===== config.mk =====
export PLATFORM = sky130hd
export DESIGN_NAME = mem_slot_arbiter
export DESIGN_NICKNAME = d
export VERILOG_FILES = /design/src/rtl/mem_slot_arbiter.sv
export SDC_FILE = /design/constraint.sdc
export NUM_CORES = 1
export LEC_CHECK = 0
export BUFFER_PORTS_ARGS = -buffer_cell sky130_fd_sc_hd__buf_4
export CAP_MARGIN = 0
export CORE_ASPECT_RATIO = 0.75
export CORE_MARGIN = 2
export CORE_UTILIZATION = 39
export CTS_CLUSTER_DIAMETER = 100
export DETAILED_ROUTE_END_ITERATION = 10
export MAX_ROUTING_LAYER = met4
export PLACE_DENSITY = 0.84
export SYNTH_ARGS = -nofsm -noshare
export SYNTH_HDL_FRONTEND = slang
export SYNTH_SLANG_ARGS = --single-unit

===== constraint.sdc =====
create_clock -name clk -period 1.4 [get_ports clk]
set_input_delay 0.14 -clock clk [delete_from_list [all_inputs] [get_ports clk]]
set_output_delay 0.14 -clock clk [all_outputs]
set_load 0.02 [all_outputs]

===== src/rtl/mem_slot_arbiter.sv =====
// Time-slot arbiter for the single memory port shared by the CPU and an external requester.
// CPU owns fetch (phase[0]) and data (phase[3]) slots; every other cycle goes to the requester.
module mem_slot_arbiter #(
  parameter int unsigned AW         = 16,
  parameter int unsigned DW         = 16,
  parameter int unsigned STARVE_LIM = 64
) (
  input  logic          clk,
  input  logic          n_rst,
  input  logic [4:0]    phase,
  input  logic [AW-1:0] cpu_pc,
  input  logic          cpu_d_en,
  input  logic          cpu_d_we,
  input  logic [AW-1:0] cpu_d_addr,
  input  logic [DW-1:0] cpu_d_wdata,
  output logic [DW-1:0] cpu_rdata,
  output logic          cpu_rvalid,
  input  logic          ext_req,
  input  logic          ext_we,
  input  logic [AW-1:0] ext_addr,
  input  logic [DW-1:0] ext_wdata,
  output logic          ext_gnt,
  output logic [DW-1:0] ext_rdata,
  output logic          ext_rvalid,
  output logic          mem_en,
  output logic          mem_we,
  output logic [AW-1:0] mem_addr,
  output logic [DW-1:0] mem_wdata,
  input  logic [DW-1:0] mem_rdata,
  output logic          protocol_err,
  output logic          starve
);

  localparam int unsigned CntW = $clog2(STARVE_LIM + 1);

  typedef enum logic [1:0] {
    RdNone = 2'd0,
    RdCpu  = 2'd1,
    RdExt  = 2'd2
  } rd_src_e;

  rd_src_e         last_rd_q, last_rd_d;
  logic [AW-1:0]   addr_q, addr_d;
  logic [DW-1:0]   wdata_q, wdata_d;
  logic [CntW-1:0] cnt_q, cnt_d;
  logic            starve_q, starve_d;
  logic            err_q, err_d;

  logic            multi_hot;
  logic [4:0]      phase_eff;
  logic            cpu_fetch;
  logic            cpu_data;
  logic            ext_access;

  // A non-one-hot phase is arbitrated as if the CPU were halted.
  assign multi_hot = |(phase & (phase - 5'd1));
  assign phase_eff = multi_hot ? 5'd0 : phase;
  assign cpu_fetch = phase_eff[0];
  assign cpu_data  = phase_eff[3] & cpu_d_en;

  // Gated by n_rst so nothing is granted or driven while reset is held.
  assign ext_access = n_rst & ~cpu_fetch & ~cpu_data & ext_req;

  always_comb begin
    mem_en    = 1'b0;
    mem_we    = 1'b0;
    addr_d    = addr_q;
    wdata_d   = wdata_q;
    last_rd_d = RdNone;
    if (n_rst) begin
      if (cpu_fetch) begin
        mem_en    = 1'b1;
        addr_d    = cpu_pc;
        last_rd_d = RdCpu;
      end else if (cpu_data) begin
        mem_en    = 1'b1;
        mem_we    = cpu_d_we;
        addr_d    = cpu_d_addr;
        wdata_d   = cpu_d_wdata;
        last_rd_d = cpu_d_we ? RdNone : RdCpu;
      end else if (ext_access) begin
        mem_en    = 1'b1;
        mem_we    = ext_we;
        addr_d    = ext_addr;
        wdata_d   = ext_wdata;
        last_rd_d = ext_we ? RdNone : RdExt;
      end
    end
  end

  assign ext_gnt   = ext_access;
  assign mem_addr  = addr_d;
  assign mem_wdata = wdata_d;

  always_comb begin
    cnt_d = cnt_q;
    if (!ext_req || ext_access) begin
      cnt_d = '0;
    end else if (cnt_q < CntW'(STARVE_LIM)) begin
      cnt_d = cnt_q + 1'b1;
    end
  end

  assign starve_d = (cnt_d >= CntW'(STARVE_LIM));
  assign err_d    = err_q | (cpu_d_en & ~phase[3]) | multi_hot;

  always_ff @(posedge clk or negedge n_rst) begin
    if (!n_rst) begin
      last_rd_q <= RdNone;
      addr_q    <= '0;
      wdata_q   <= '0;
      cnt_q     <= '0;
      starve_q  <= 1'b0;
      err_q     <= 1'b0;
    end else begin
      last_rd_q <= last_rd_d;
      addr_q    <= addr_d;
      wdata_q   <= wdata_d;
      cnt_q     <= cnt_d;
      starve_q  <= starve_d;
      err_q     <= err_d;
    end
  end

  assign cpu_rvalid   = (last_rd_q == RdCpu);
  assign ext_rvalid   = (last_rd_q == RdExt);
  assign cpu_rdata    = mem_rdata;
  assign ext_rdata    = mem_rdata;
  assign starve       = starve_q;
  assign protocol_err = err_q;

endmodule


# Yosys cells after proc, flatten, opt, wreduce, memory -nomap -nowiden
# Cells that the tools add are included.
dict set report word_totals {
  output_inout_bits 71
  register_bits 43
  inputBits 107
}
dict set report op_classes {
  n_bitwise 11
  n_lt_le_gt_ge 2
  eq_ne 2
  n_addsub 2
  reduce_logical 3
  n_mux 25
}
# op n
set ops {}
lappend ops {{$mux 16} 8}
lappend ops {{$mux 7} 2}
lappend ops {{$mux 2} 5}
lappend ops {{$mux 1} 9}
lappend ops {{$add 7x1->7 const B} 1}
lappend ops {{$ge 7x7->1 const B} 1}
lappend ops {{$lt 7x7->1 const B} 1}
lappend ops {{$and 1x1->1} 5}
lappend ops {{$and 5x5->5} 1}
lappend ops {{$reduce_or 5->1} 1}
lappend ops {{$sub 5x1->5 const B} 1}
lappend ops {{$mux 4} 1}
lappend ops {{$not 1->1} 3}
lappend ops {{$eq 2x1->1 const B} 1}
lappend ops {{$eq 2x2->1 const B} 1}
lappend ops {{$or 1x1->1} 2}
lappend ops {{$logic_not 1->1} 1}
lappend ops {{$logic_or 1x1->1} 1}

# Depth between registers and ports, before layout
# Gate-level depths: netlist of run 1.
dict set report logic_depth {
  ltp_word 12
  mapped_depth 6
  ltp_nobuf 5
}

# Worst setup path after synthesis of run 1
# Ideal clock, no wire load.
dict set report synth_timing {
  path_kind {input -> register}
  start {input port phase[2]}
  end {register addr_q[12]}
  path_buffers 1
  required_ns 1.210
  setup_slack_ns -0.363
  path_stages 5
  setup_time_ns 0.190
  t_arrival_ns 1.573
  cell_sequence {or3_4 > buf_6 > o32ai_1 > a311oi_1 > a211oi_1}
}
dict set report synth_between {
  elab_chain_cells 12
}
# item line
set synth_lines {}
lappend synth_lines {{from (decl)} 10} ;# input logic [4:0] phase,
lappend synth_lines {{$sub 5x1->5} 56} ;# assign multi_hot = |(phase & (phase - 5'd1));
lappend synth_lines {{$and 5x5->5 (*)} 56}
lappend synth_lines {{$reduce_or 5->1 (*)} 56}
lappend synth_lines {{$mux 4 (*)} 57} ;# assign phase_eff = multi_hot ? 5'd0 : phase;
lappend synth_lines {{$not 1->1 / $and 1x1->1 (equally long branches)} {62, 59}}
lappend synth_lines {{$and 1x1->1 / $not 1->1 (equally long branches)} 62} ;# assign ext_access = n_rst & ~cpu_fetch & ~cpu_data & ext_req;
lappend synth_lines {{$and 1x1->1 (2 in series)} 62}
lappend synth_lines {{$mux 16} 81} ;# end else if (ext_access) begin
lappend synth_lines {{$mux 16} 75} ;# end else if (cpu_data) begin
lappend synth_lines {{$mux 16 (*)} 71} ;# if (cpu_fetch) begin
lappend synth_lines {{$mux 16 (*)} 70} ;# if (n_rst) begin
lappend synth_lines {{via mem_addr[12]} 27} ;# output logic [AW-1:0] mem_addr,
lappend synth_lines {{to (signal assigned)} 117} ;# addr_q <= addr_d;
lappend synth_lines {{to (decl)} 43} ;# logic [AW-1:0] addr_q, addr_d;
# Mark *: on every way through the listed nets, which the timed path passes. The rest lies on a longest branch.

# Worst setup path after layout of run 1
dict set report layout_timing {
  start {input port phase[2]}
  end {output port mem_addr[13]}
}
dict set report layout_between {
  elab_chain_cells 12
}
# item line
set layout_lines {}
lappend layout_lines {{$sub 5x1->5} 56}
lappend layout_lines {{$and 5x5->5 (*)} 56}
lappend layout_lines {{$reduce_or 5->1 (*)} 56}
lappend layout_lines {{$mux 4 (*)} 57}
lappend layout_lines {{$not 1->1 / $and 1x1->1 (equally long branches)} {62, 59}}
lappend layout_lines {{$and 1x1->1 / $not 1->1 (equally long branches)} 62}
lappend layout_lines {{$and 1x1->1 (2 in series)} 62}
lappend layout_lines {{$mux 16} 81}
lappend layout_lines {{$mux 16} 75}
lappend layout_lines {{$mux 16 (*)} 71}
lappend layout_lines {{$mux 16 (*)} 70}
lappend layout_lines {{to (decl)} 27}
# Every way passes the cells marked *; elsewhere a longest branch is shown, timed or not.

==> summary.txt, run 1 <==
Worst setup path
  • Largest delay share family, worst path: buffers and inverters
  • Crit end category: output pin
  • Worst r2r src: cnt_q[6]$_DFF_PN0_
  • Worst R2R Path Depth: 4
  • CP Class: in2out
  • Levels on crit path: 8
  • CP dominant cell by count: buf_12
  • WP data required: 1.26 ns
  • Arr. time, crit path: 1.61 ns
  • Crit-path cells: buf_6, or3_4, buf_12, o21ai_4, buf_12, a311oi_1, a211oi_2, buf_4
  • Buf+Inv Stages, Crit Path: 4
  • Crit path from: phase[2]
  • Setup crit end: mem_addr[13]
  • Crit path max fanout: 16
  • Critical path's slowest cell: or3_4
  • Worst path max stage delay: 0.42 ns
  • Reg2reg setup slack: 0.16 ns
  • Startpoint Class: input pin
  • R2R Path End: cnt_q[5]$_DFF_PN0_

Floorplan
  • Core area: 6860 um^2
  • Die Area: 7810 um^2
  • Die span in y: 77.0 um
  • Cell row count: 26
  • Starting Density: 40.4%
  • Top-Level Pins: 178
  • Chip Width: 101 um

Timing
  • Fin worst setup slack: -0.350 ns
  • Slew @ Worst Pin: 0.527 ns
  • RSZ-0062 raised after global routing: yes
  • Slew Limit Fails: 0
  • # setup viols final: 39
  • Fmax: 0.571 GHz
  • Tcrit/Tclk final: 125%
  • Relative slew slack: 64.6%
  • Final hold vios: 0
  • Minimum clock period: 1.75 ns
  • Final Skew: 0.00767 ns

Flow run
  • Max-cap viol count: 0

Clocking
  • Max H-tree Level: 2
  • CTS Buf Count: 5
  • CTS tree: done
  • Clk slew on worst S/H paths: 0.09 ns
  • Clock Path Buffers: 2
  • Clk root buf: clkbuf_8
  • Num Clock Sinks: 42
  • Clock latency on the worst-skew pair: 0.29 ns

Drt
  • Initial DRT Pass Iterations: 4
  • Number of remaining DRC errors: 0
  • Via-per-instance ratio: 5.39
  • First DRT Iteration DRCs: 80
  • Routed len/inst: 17.0 um
  • Routed via count: 2782
  • Routed Antenna Nets: 0
  • Total Wirelength: 8770 um

Finish
  • Layout area overhead: 70.7%
  • NumNets Final: 525
  • Ant diodes: 0
  • Multi-input gate area: 1810 um^2
  • FF/Latch Area: 1050 um^2
  • Final core utilization: 69.0%
  • Fraction of layout cells with a size suffix above 1: 63.4%
  • Final Non-Filler Cells: 516
  • Filler cells: 480

Synth
  • Synth Flop Type: dfrtp_1
  • Ys Warns: 0
  • Netlist cell types: 41
  • Synth top area cells: dfrtp_1 38%, buf_4 8.7%, a2bb2oi_2 5.4%
  • Share of the synthesized area in the top cell type: 37.9%
  • Register bit count reported by yosys: 42
  • Post-synth EDFFs: 0
  • Post-synth top area cell: dfrtp_1
  • Net count after synthesis: 388
  • Post-synth ARST share: 100%
  • Cells after Synth: 280
  • Synthesized cell area: 2770 um^2
  • Sequential area share after synthesis: 37.9%
  • Commonest cells in the netlist: 42 x dfrtp_1, 32 x buf_4, 24 x o22ai_1
  • Most common cell in the netlist: dfrtp_1
  • Syn avg cell area: 9.91 um^2

Global routing
  • Pin count of the biggest net entering global routing: 32
  • First-pass GRT wire length: 13400 um
  • Vias in the first global route: 2827
  • Total grt overflow: 0
  • Initial antenna violation count: 0
  • Gr usage total: 22.3%

Placed design
  • GP Congestion: 0.837
  • Port Buffers: 129
  • Post-Place Setup Slack: -0.465 ns
  • Post-detail-place hpwl: 6160 um
  • # placed instances: 489

Status
  • Failing checks: setup timing
  • Status: complete, but fails checks

Pwr
  • Cell Pwr Density: 826 nW/um^2
  • Peak VDD IR: 0.514 mV
  • Leak: 2.03 nW

Worst hold path
  • Hold WC Path Type: in2async
layout by cell type (no fill, tap or decap), types with 4 or more instances in the layout:
master and instances:
inv_1 5, nand2_1 16, dlygate4sd3_1 4, a31oi_1 13, buf_12 9, buf_4 140
o22ai_1 13, nor2_1 16, a22oi_2 13, buf_6 27, o22ai_2 17, clkbuf_8 5
nor2b_1 17, a2bb2oi_4 13, dfrtp_1 42, o221ai_2 13
where the power goes:
part           switching (mW)  internal [mW]
Clock                   0.438          0.526
Combinational           0.670          0.851
Sequential             0.0917           1.33
per-stage QoR:
step	hold WS (ns)	TNS (ns)	total power, mW	area (um^2)
after floorplan	-0.156	-6.01	2.30	3160
after global placement	0.0594	-19.25	2.74	4210
after detailed placement	0.0552	-20.16	2.77	4210
after CTS	0.0222	-10.59	3.81	4510
after global routing	0.0398	-12.10	4.09	4730
final	0.0278	-10.36	3.91	4730
layout make-up:
| class | instances | area share [%] |
|---|---|---|
| inverter | 5 | 0.396 |
| sequential | 42 | 22.2 |
| multi-input combinational | 181 | 38.1 |
| tap | 98 | 2.59 |
| timing repair buffer | 182 | 34.4 |
| clock inverter | 3 | 0.846 |
| clock buffer | 5 | 1.45 |
cells by family (layout without fill, tap and decap cells):
logic type,count (synthesis),in the layout,share of synthesized area (%)
fa+ha+maj,2,2,0.812
xor+xnor,5,5,1.58
simple gates,66,66,12.1
buf+inv,57,195,14.3
compound gates,107,107,32.9
flops,42,42,37.9
mux,1,1,0.361
state kept, by name (all words and copies together) (netlist names):
| name | count |
|---|---|
| addr_q | 16 |
| wdata_q | 16 |
| cnt_q | 7 |
| last_rd_q | 2 |
| protocol_err | 1 |
worst min-delay path, cell delays in order:
cell	delay (ns)
buf_4	0.10
buf_4	0.13
buf_4	0.39
layer usage:
layer	up-vias	GRT usage (%)	routed length (um)
li1	1310	-	-
met1	1342	28.9	3750
met2	122	35.2	4390
met3	8	4.92	526
met4	0	6.62	102
met5	-	-	0
repair_timing:
item	4_1_cts	5_1_grt
setup buffers	5	8
gates cloned	1	1
hold buffers	4	0
setup endpoints to repair	36	35
pin swaps	8	8
gates resized for setup	23	25
hold endpoints to repair	13	0
worst min path at each step:
stage	endpoint	cells after the start	slack, ns
after detailed placement	cnt_q[0]$_DFF_PN0_	2	0.06
after global routing	addr_q[1]$_DFF_PN0_	3	0.04
final	addr_q[15]$_DFF_PN0_	3	0.03
after CTS	addr_q[15]$_DFF_PN0_	3	0.02
after floorplan	addr_q[0]$_DFF_PN0_	0	-0.16
after global placement	cnt_q[1]$_DFF_PN0_	2	0.06
(Power assumes the default switching activity.)
==> run 2, diff against run 1 <==
--- a/config.mk
+++ b/config.mk
@@ -9,11 +9,11 @@
 export CAP_MARGIN = 0
 export CORE_ASPECT_RATIO = 0.75
 export CORE_MARGIN = 2
-export CORE_UTILIZATION = 39
+export CORE_UTILIZATION = 45
 export CTS_CLUSTER_DIAMETER = 100
 export DETAILED_ROUTE_END_ITERATION = 10
 export MAX_ROUTING_LAYER = met4
-export PLACE_DENSITY = 0.84
+export PLACE_DENSITY = 0.9
 export SYNTH_ARGS = -nofsm -noshare
 export SYNTH_HDL_FRONTEND = slang
 export SYNTH_SLANG_ARGS = --single-unit
==> constraint.sdc (replaced) <==
create_clock -name clk -period 2.1 [get_ports clk]
set_input_delay 0.21 -clock clk [delete_from_list [all_inputs] [get_ports clk]]
set_output_delay 0.21 -clock clk [all_outputs]
set_load 0.02 [all_outputs]
==> summary.txt, run 2 (synthesis results as in run 1) <==
Worst setup path
  • Crit end category: output pin
  • Largest delay share family, worst path: simple AND/OR/NAND/NOR gates
  • Crit-path cells: buf_4, or3_2, o21ai_4, buf_12, o22ai_1, a2bb2oi_1, buf_4
  • Startpoint Class: input pin
  • Arr. time, crit path: 1.82 ns
  • Worst path max stage delay: 0.58 ns
  • CP Class: in2out
  • WP data required: 1.89 ns
  • Buf+Inv Stages, Crit Path: 3
  • Critical path's slowest cell: or3_2
  • CP dominant cell by count: buf_4
  • Crit path max fanout: 18

Clocking
  • Post-CTS sizing: 0
  • CTS tree: done
  • Clk slew on worst S/H paths: 0.08 ns
  • Clock latency on the worst-skew pair: 0.29 ns
  • Clock Path Buffers: 2
  • Num Clock Sinks: 42
  • CTS Buf Count: 5
  • Clk root buf: clkbuf_8
  • Max H-tree Level: 2

Drt
  • Number of remaining DRC errors: 0
  • Initial DRT Pass Iterations: 5
  • First DRT Iteration DRCs: 138
  • Routed Antenna Nets: 0
  • Routed via count: 2638
  • Routed len/inst: 17.5 um
  • Total Wirelength: 8070 um
  • Via-per-instance ratio: 5.71

Timing
  • # setup viols final: 0
  • Slew @ Worst Pin: 0.948 ns
  • Final hold vios: 0
  • Final Skew: 0.00216 ns
  • Final TNS setup: 0 ns
  • RSZ-0062 raised after global routing: no
  • Fmax: 0.492 GHz
  • Minimum clock period: 2.03 ns
  • Tcrit/Tclk final: 96.7%
  • Slew Limit Fails: 0
  • Relative slew slack: 36.8%

Floorplan
  • Die span in y: 72.0 um
  • Starting Density: 47.1%
  • Cell row count: 24
  • Top-Level Pins: 178
  • Die Area: 6820 um^2
  • Core area: 5890 um^2
  • Chip Width: 94.7 um

Finish
  • FF/Latch Area: 1050 um^2
  • NumNets Final: 491
  • Multi-input gate area: 1350 um^2
  • Final Non-Filler Cells: 462
  • Largest registers: addr_q: 16 flops, wdata_q: 16 flops, cnt_q: 7 flops
  • Layout area overhead: 35.4%
  • Ant diodes: 0
  • Most frequent cells in the layout: 141 x buf_4, 42 x dfrtp_1, 24 x o22ai_1
  • Fraction of layout cells with a size suffix above 1: 46.9%
  • Filler cells: 494
  • Final core utilization: 63.8%
  • Post-route design area: 3750 um^2
  • Commonest non-fill, non-tap cell in the layout: buf_4

Placed design
  • # placed instances: 447
  • GP Congestion: 0.832
  • Port Buffers: 129
  • Post-detail-place hpwl: 5500 um
  • DP Area: 3600 um^2

Worst hold path
  • Hold WC Path Type: in2reg

Global routing
  • First-pass GRT wire length: 12500 um
  • Vias in the first global route: 2584
  • Initial antenna violation count: 0
  • Pin count of the biggest net entering global routing: 38
  • Total grt overflow: 0
  • Gr usage total: 23.7%

Pwr
  • Leak: 1.66 nW
  • Cell Pwr Density: 584 nW/um^2
  • Power, Total: 2.19 mW
  • Peak VDD IR: 0.341 mV

Flow run
  • Max-cap viol count: 0

Status
  • Status: complete, no violations
==> run 2: what timing repair did <==
action                                  CTS  global route
endpoints found under the hold margin    15             0
setup buffers                             0             4
hold buffers                              1             0
pin swaps                                 1             2
endpoints found under the setup margin   32             6
cloned                                    1             1
==> run 2: layout make-up <==
cell class | count | area share (%)
clock buffers | 5 | 1.83
clock inverters | 3 | 0.566
inverters | 5 | 0.500
multi-input cells | 183 | 35.9
flip-flops and latches | 42 | 28.0
well taps | 78 | 2.60
repair buffers | 146 | 30.6
==> run 2: routing by layer <==
metal,part of all wire (%),GRT usage (%)
met3,7.6,4.98
met2,50,40.9
met5,0,-
met1,42,29.3
met4,0.78,4.35
==> run 2: path summary, 6_finish.rpt <==
| path | startpoint | end | slack (ns) | depth (start not counted) |
|---|---|---|---|---|
| max | phase[1] | mem_wdata[0] | 0.07 | 7 |
| min | ext_we | last_rd_q[1]$_DFF_PN0_ | 0.09 | 2 |
| max reg2reg | cnt_q[6]$_DFF_PN0_ | cnt_q[5]$_DFF_PN0_ | 0.88 | 4 |
| min reg2reg | protocol_err$_DFF_PN0_ | protocol_err$_DFF_PN0_ | 0.49 | 2 |
| max in group asynchronous | n_rst | addr_q[2]$_DFF_PN0_ | 0.79 | 3 |
| min in group asynchronous | n_rst | cnt_q[3]$_DFF_PN0_ | 0.26 | 3 |
==> run 2: where the power goes <==
part / internal [mW] / switching, mW
clock network: 0.234 / 0.289
registers: 0.889 / 0.0460
logic: 0.370 / 0.366
total: 1.49 / 0.701
==> run 2: through the flow <==
step | hold WS (ns) | worst slack [ns]
after floorplan | -0.0856 | 0.247
after CTS | 0.0860 | 0.0393
after detailed placement | 0.261 | -0.297
after global routing | 0.0744 | 0.0167
final | 0.0887 | 0.0687
after global placement | 0.253 | -0.233
==> run 3, diff against run 2 <==
--- a/config.mk
+++ b/config.mk
@@ -9,11 +9,11 @@
 export CAP_MARGIN = 0
 export CORE_ASPECT_RATIO = 0.75
 export CORE_MARGIN = 2
-export CORE_UTILIZATION = 45
+export CORE_UTILIZATION = 39
 export CTS_CLUSTER_DIAMETER = 100
 export DETAILED_ROUTE_END_ITERATION = 10
 export MAX_ROUTING_LAYER = met4
-export PLACE_DENSITY = 0.9
+export PLACE_DENSITY = 0.84
 export SYNTH_ARGS = -nofsm -noshare
 export SYNTH_HDL_FRONTEND = slang
 export SYNTH_SLANG_ARGS = --single-unit
==> constraint.sdc (replaced) <==
create_clock -name clk -period 1.7 [get_ports clk]
set_input_delay 0.17 -clock clk [delete_from_list [all_inputs] [get_ports clk]]
set_output_delay 0.17 -clock clk [all_outputs]
set_load 0.02 [all_outputs]
==> summary.txt, run 3 (synthesis results as in run 1) <==
Clocking
  • CTS tree: done
  • CTS Buf Count: 5
  • Num Clock Sinks: 42
  • Clock Path Buffers: 2
  • Clock latency on the worst-skew pair: 0.29 ns
  • Max H-tree Level: 2
  • Clk root buf: clkbuf_8
  • Clk slew on worst S/H paths: 0.09 ns

Placed design
  • DP Area: 3910 um^2
  • GP Congestion: 0.806
  • Port Buffers: 129
  • Post-detail-place hpwl: 6610 um

Worst setup path
  • Crit-path cells: buf_6, or3_4, buf_12, o21ai_4, buf_6, o22ai_1, a2bb2oi_2, buf_4
  • Arr. time, crit path: 1.71 ns
  • Worst path max stage delay: 0.44 ns
  • CP Class: in2out
  • Crit path max fanout: 7
  • WP data required: 1.53 ns
  • CP dominant cell by count: buf_6
  • Startpoint Class: input pin
  • Crit end category: output pin
  • Critical path's slowest cell: or3_4

Global routing
  • Gr usage total: 25.1%
  • Total grt overflow: 0
  • Vias in the first global route: 3020
  • First-pass GRT wire length: 15000 um
  • Initial antenna violation count: 0
  • Pin count of the biggest net entering global routing: 38

Drt
  • First DRT Iteration DRCs: 145
  • Number of remaining DRC errors: 0
  • Total Wirelength: 11000 um
  • Routed via count: 3021
  • Routed Antenna Nets: 0
  • Routed len/inst: 20.4 um
  • Via-per-instance ratio: 5.63
  • Initial DRT Pass Iterations: 4

Pwr
  • Leak: 2.18 nW
  • Cell Pwr Density: 654 nW/um^2
  • Reg power frac: 35.7%
  • Combinational share of power: 42.9%
  • Peak VDD IR: 0.487 mV
  • Switching power: 1.09 mW
  • Switching power share of the total: 33.0%
  • Clk pwr share: 21.3%
  • Power, Total: 3.32 mW
  • Internal power: 2.22 mW

Flow run
  • Max-cap viol count: 0

Finish
  • Ant diodes: 0
  • Fraction of layout cells with a size suffix above 1: 67.7%
  • Filler cells: 421
  • Post-route design area: 5070 um^2
  • NumNets Final: 546
  • Most frequent cells in the layout: 148 x buf_4, 42 x dfrtp_1, 40 x buf_6
  • Largest registers: addr_q: 16 flops, wdata_q: 16 flops, cnt_q: 7 flops
  • FF/Latch Area: 1050 um^2
  • Multi-input gate area: 1940 um^2
  • Commonest non-fill, non-tap cell in the layout: buf_4
  • Layout area overhead: 82.8%

Timing
  • Tcrit/Tclk final: 111%
  • Final Skew: 0.00227 ns
  • # setup viols final: 35
  • Hold slack final: 0.0501 ns
  • RSZ-0062 raised after global routing: yes
  • Minimum clock period: 1.88 ns
  • Relative slew slack: 48.3%
  • Slew Limit Fails: 0
  • Fmax: 0.531 GHz
  • Final TNS setup: -4.09 ns
  • Final hold vios: 0
  • Fin worst setup slack: -0.182 ns
  • Slew @ Worst Pin: 0.773 ns

Floorplan
  • Chip Width: 101 um
  • Die Area: 7810 um^2
  • Die span in y: 77.0 um
  • Top-Level Pins: 178
  • Cell row count: 26
  • Starting Density: 40.4%
  • Core area: 6860 um^2

Status
  • Status: complete, but fails checks
  • Failing checks: setup timing

Worst hold path
  • Hold WC Path Type: in2reg
-- run 3: cell count changes in the layout (fill, tap and decap cells not counted), moves of 7 or more --
cell,change
a22oi_1,-13
a22oi_2,+13
a2bb2oi_4,+12
buf_4,+7
buf_6,+40
o221ai_1,-13
o221ai_2,+12
o22ai_1,-17
o22ai_2,+10
o22ai_4,+7
-- run 3: final timing paths --
path	start	endpoint	slack, ns	cells past startpoint
worst max-delay path	phase[2]	mem_wdata[2]	-0.18	8
worst min-delay path	ext_we	last_rd_q[1]$_DFF_PN0_	0.05	2
worst max register to register	addr_q[13]$_DFF_PN0_	addr_q[13]$_DFF_PN0_	0.16	7
worst min register to register	protocol_err$_DFF_PN0_	protocol_err$_DFF_PN0_	0.51	2
max in group asynchronous	n_rst	addr_q[1]$_DFF_PN0_	0.34	3
min in group asynchronous	n_rst	last_rd_q[0]$_DFF_PN0_	0.25	3
-- run 3: area by class of cell --
cell class,instances,share of cell area (%)
sequential,42,20.7
inverter,5,0.370
clock buffer,6,1.63
multi-input combinational,181,38.2
timing repair buffer,203,36.4
tap,98,2.42
clock inverter,2,0.247
-- run 3: power by group through the flow --
| stage | registers [mW] | logic [mW] | clock network (mW) |
|---|---|---|---|
| after global routing | 1.19 | 1.49 | 0.775 |
| after CTS | 1.16 | 1.14 | 0.711 |
| final | 1.18 | 1.42 | 0.707 |
| after floorplan | 1.16 | 0.607 | 0 |
| after global placement | 1.17 | 0.965 | 0 |
| after detailed placement | 1.17 | 0.991 | 0 |
-- run 3: layer usage --
layer	part of all wire, %	up-vias	global-route usage (%)
met5	0	-	-
met4	2.2	0	7.30
met3	5.6	31	4.92
met2	53	141	43.2
met1	39	1491	29.8
li1	-	1358	-
-- run 3: stage by stage --
stage	worst slack [ns]	std cells	utilization (%)
floorplan	0.0496	280	-
detailed placement	-0.203	492	57.0
global placement	-0.149	492	57.0
global route	-0.235	537	73.9
CTS	-0.105	523	64.8
finish	-0.182	537	73.9
-- run 3: timing repair --
| action | in CTS | in global routing |
|---|---|---|
| hold buffers | 2 | 0 |
| endpoints found under the setup margin | 33 | 35 |
| pin swaps | 12 | 36 |
| setup buffers | 20 | 14 |
| resized for setup | 40 | 81 |
| hold endpoints to repair | 24 | 0 |
| cloned | 1 | 2 |
-- run 3: critical path: cells and delay by family --
kind / cells / cell delay (ns)
and+or+nand+nor: 1 / 0.44
buffers and inverters: 4 / 0.60
AOI/OAI and AO/OA: 3 / 0.49
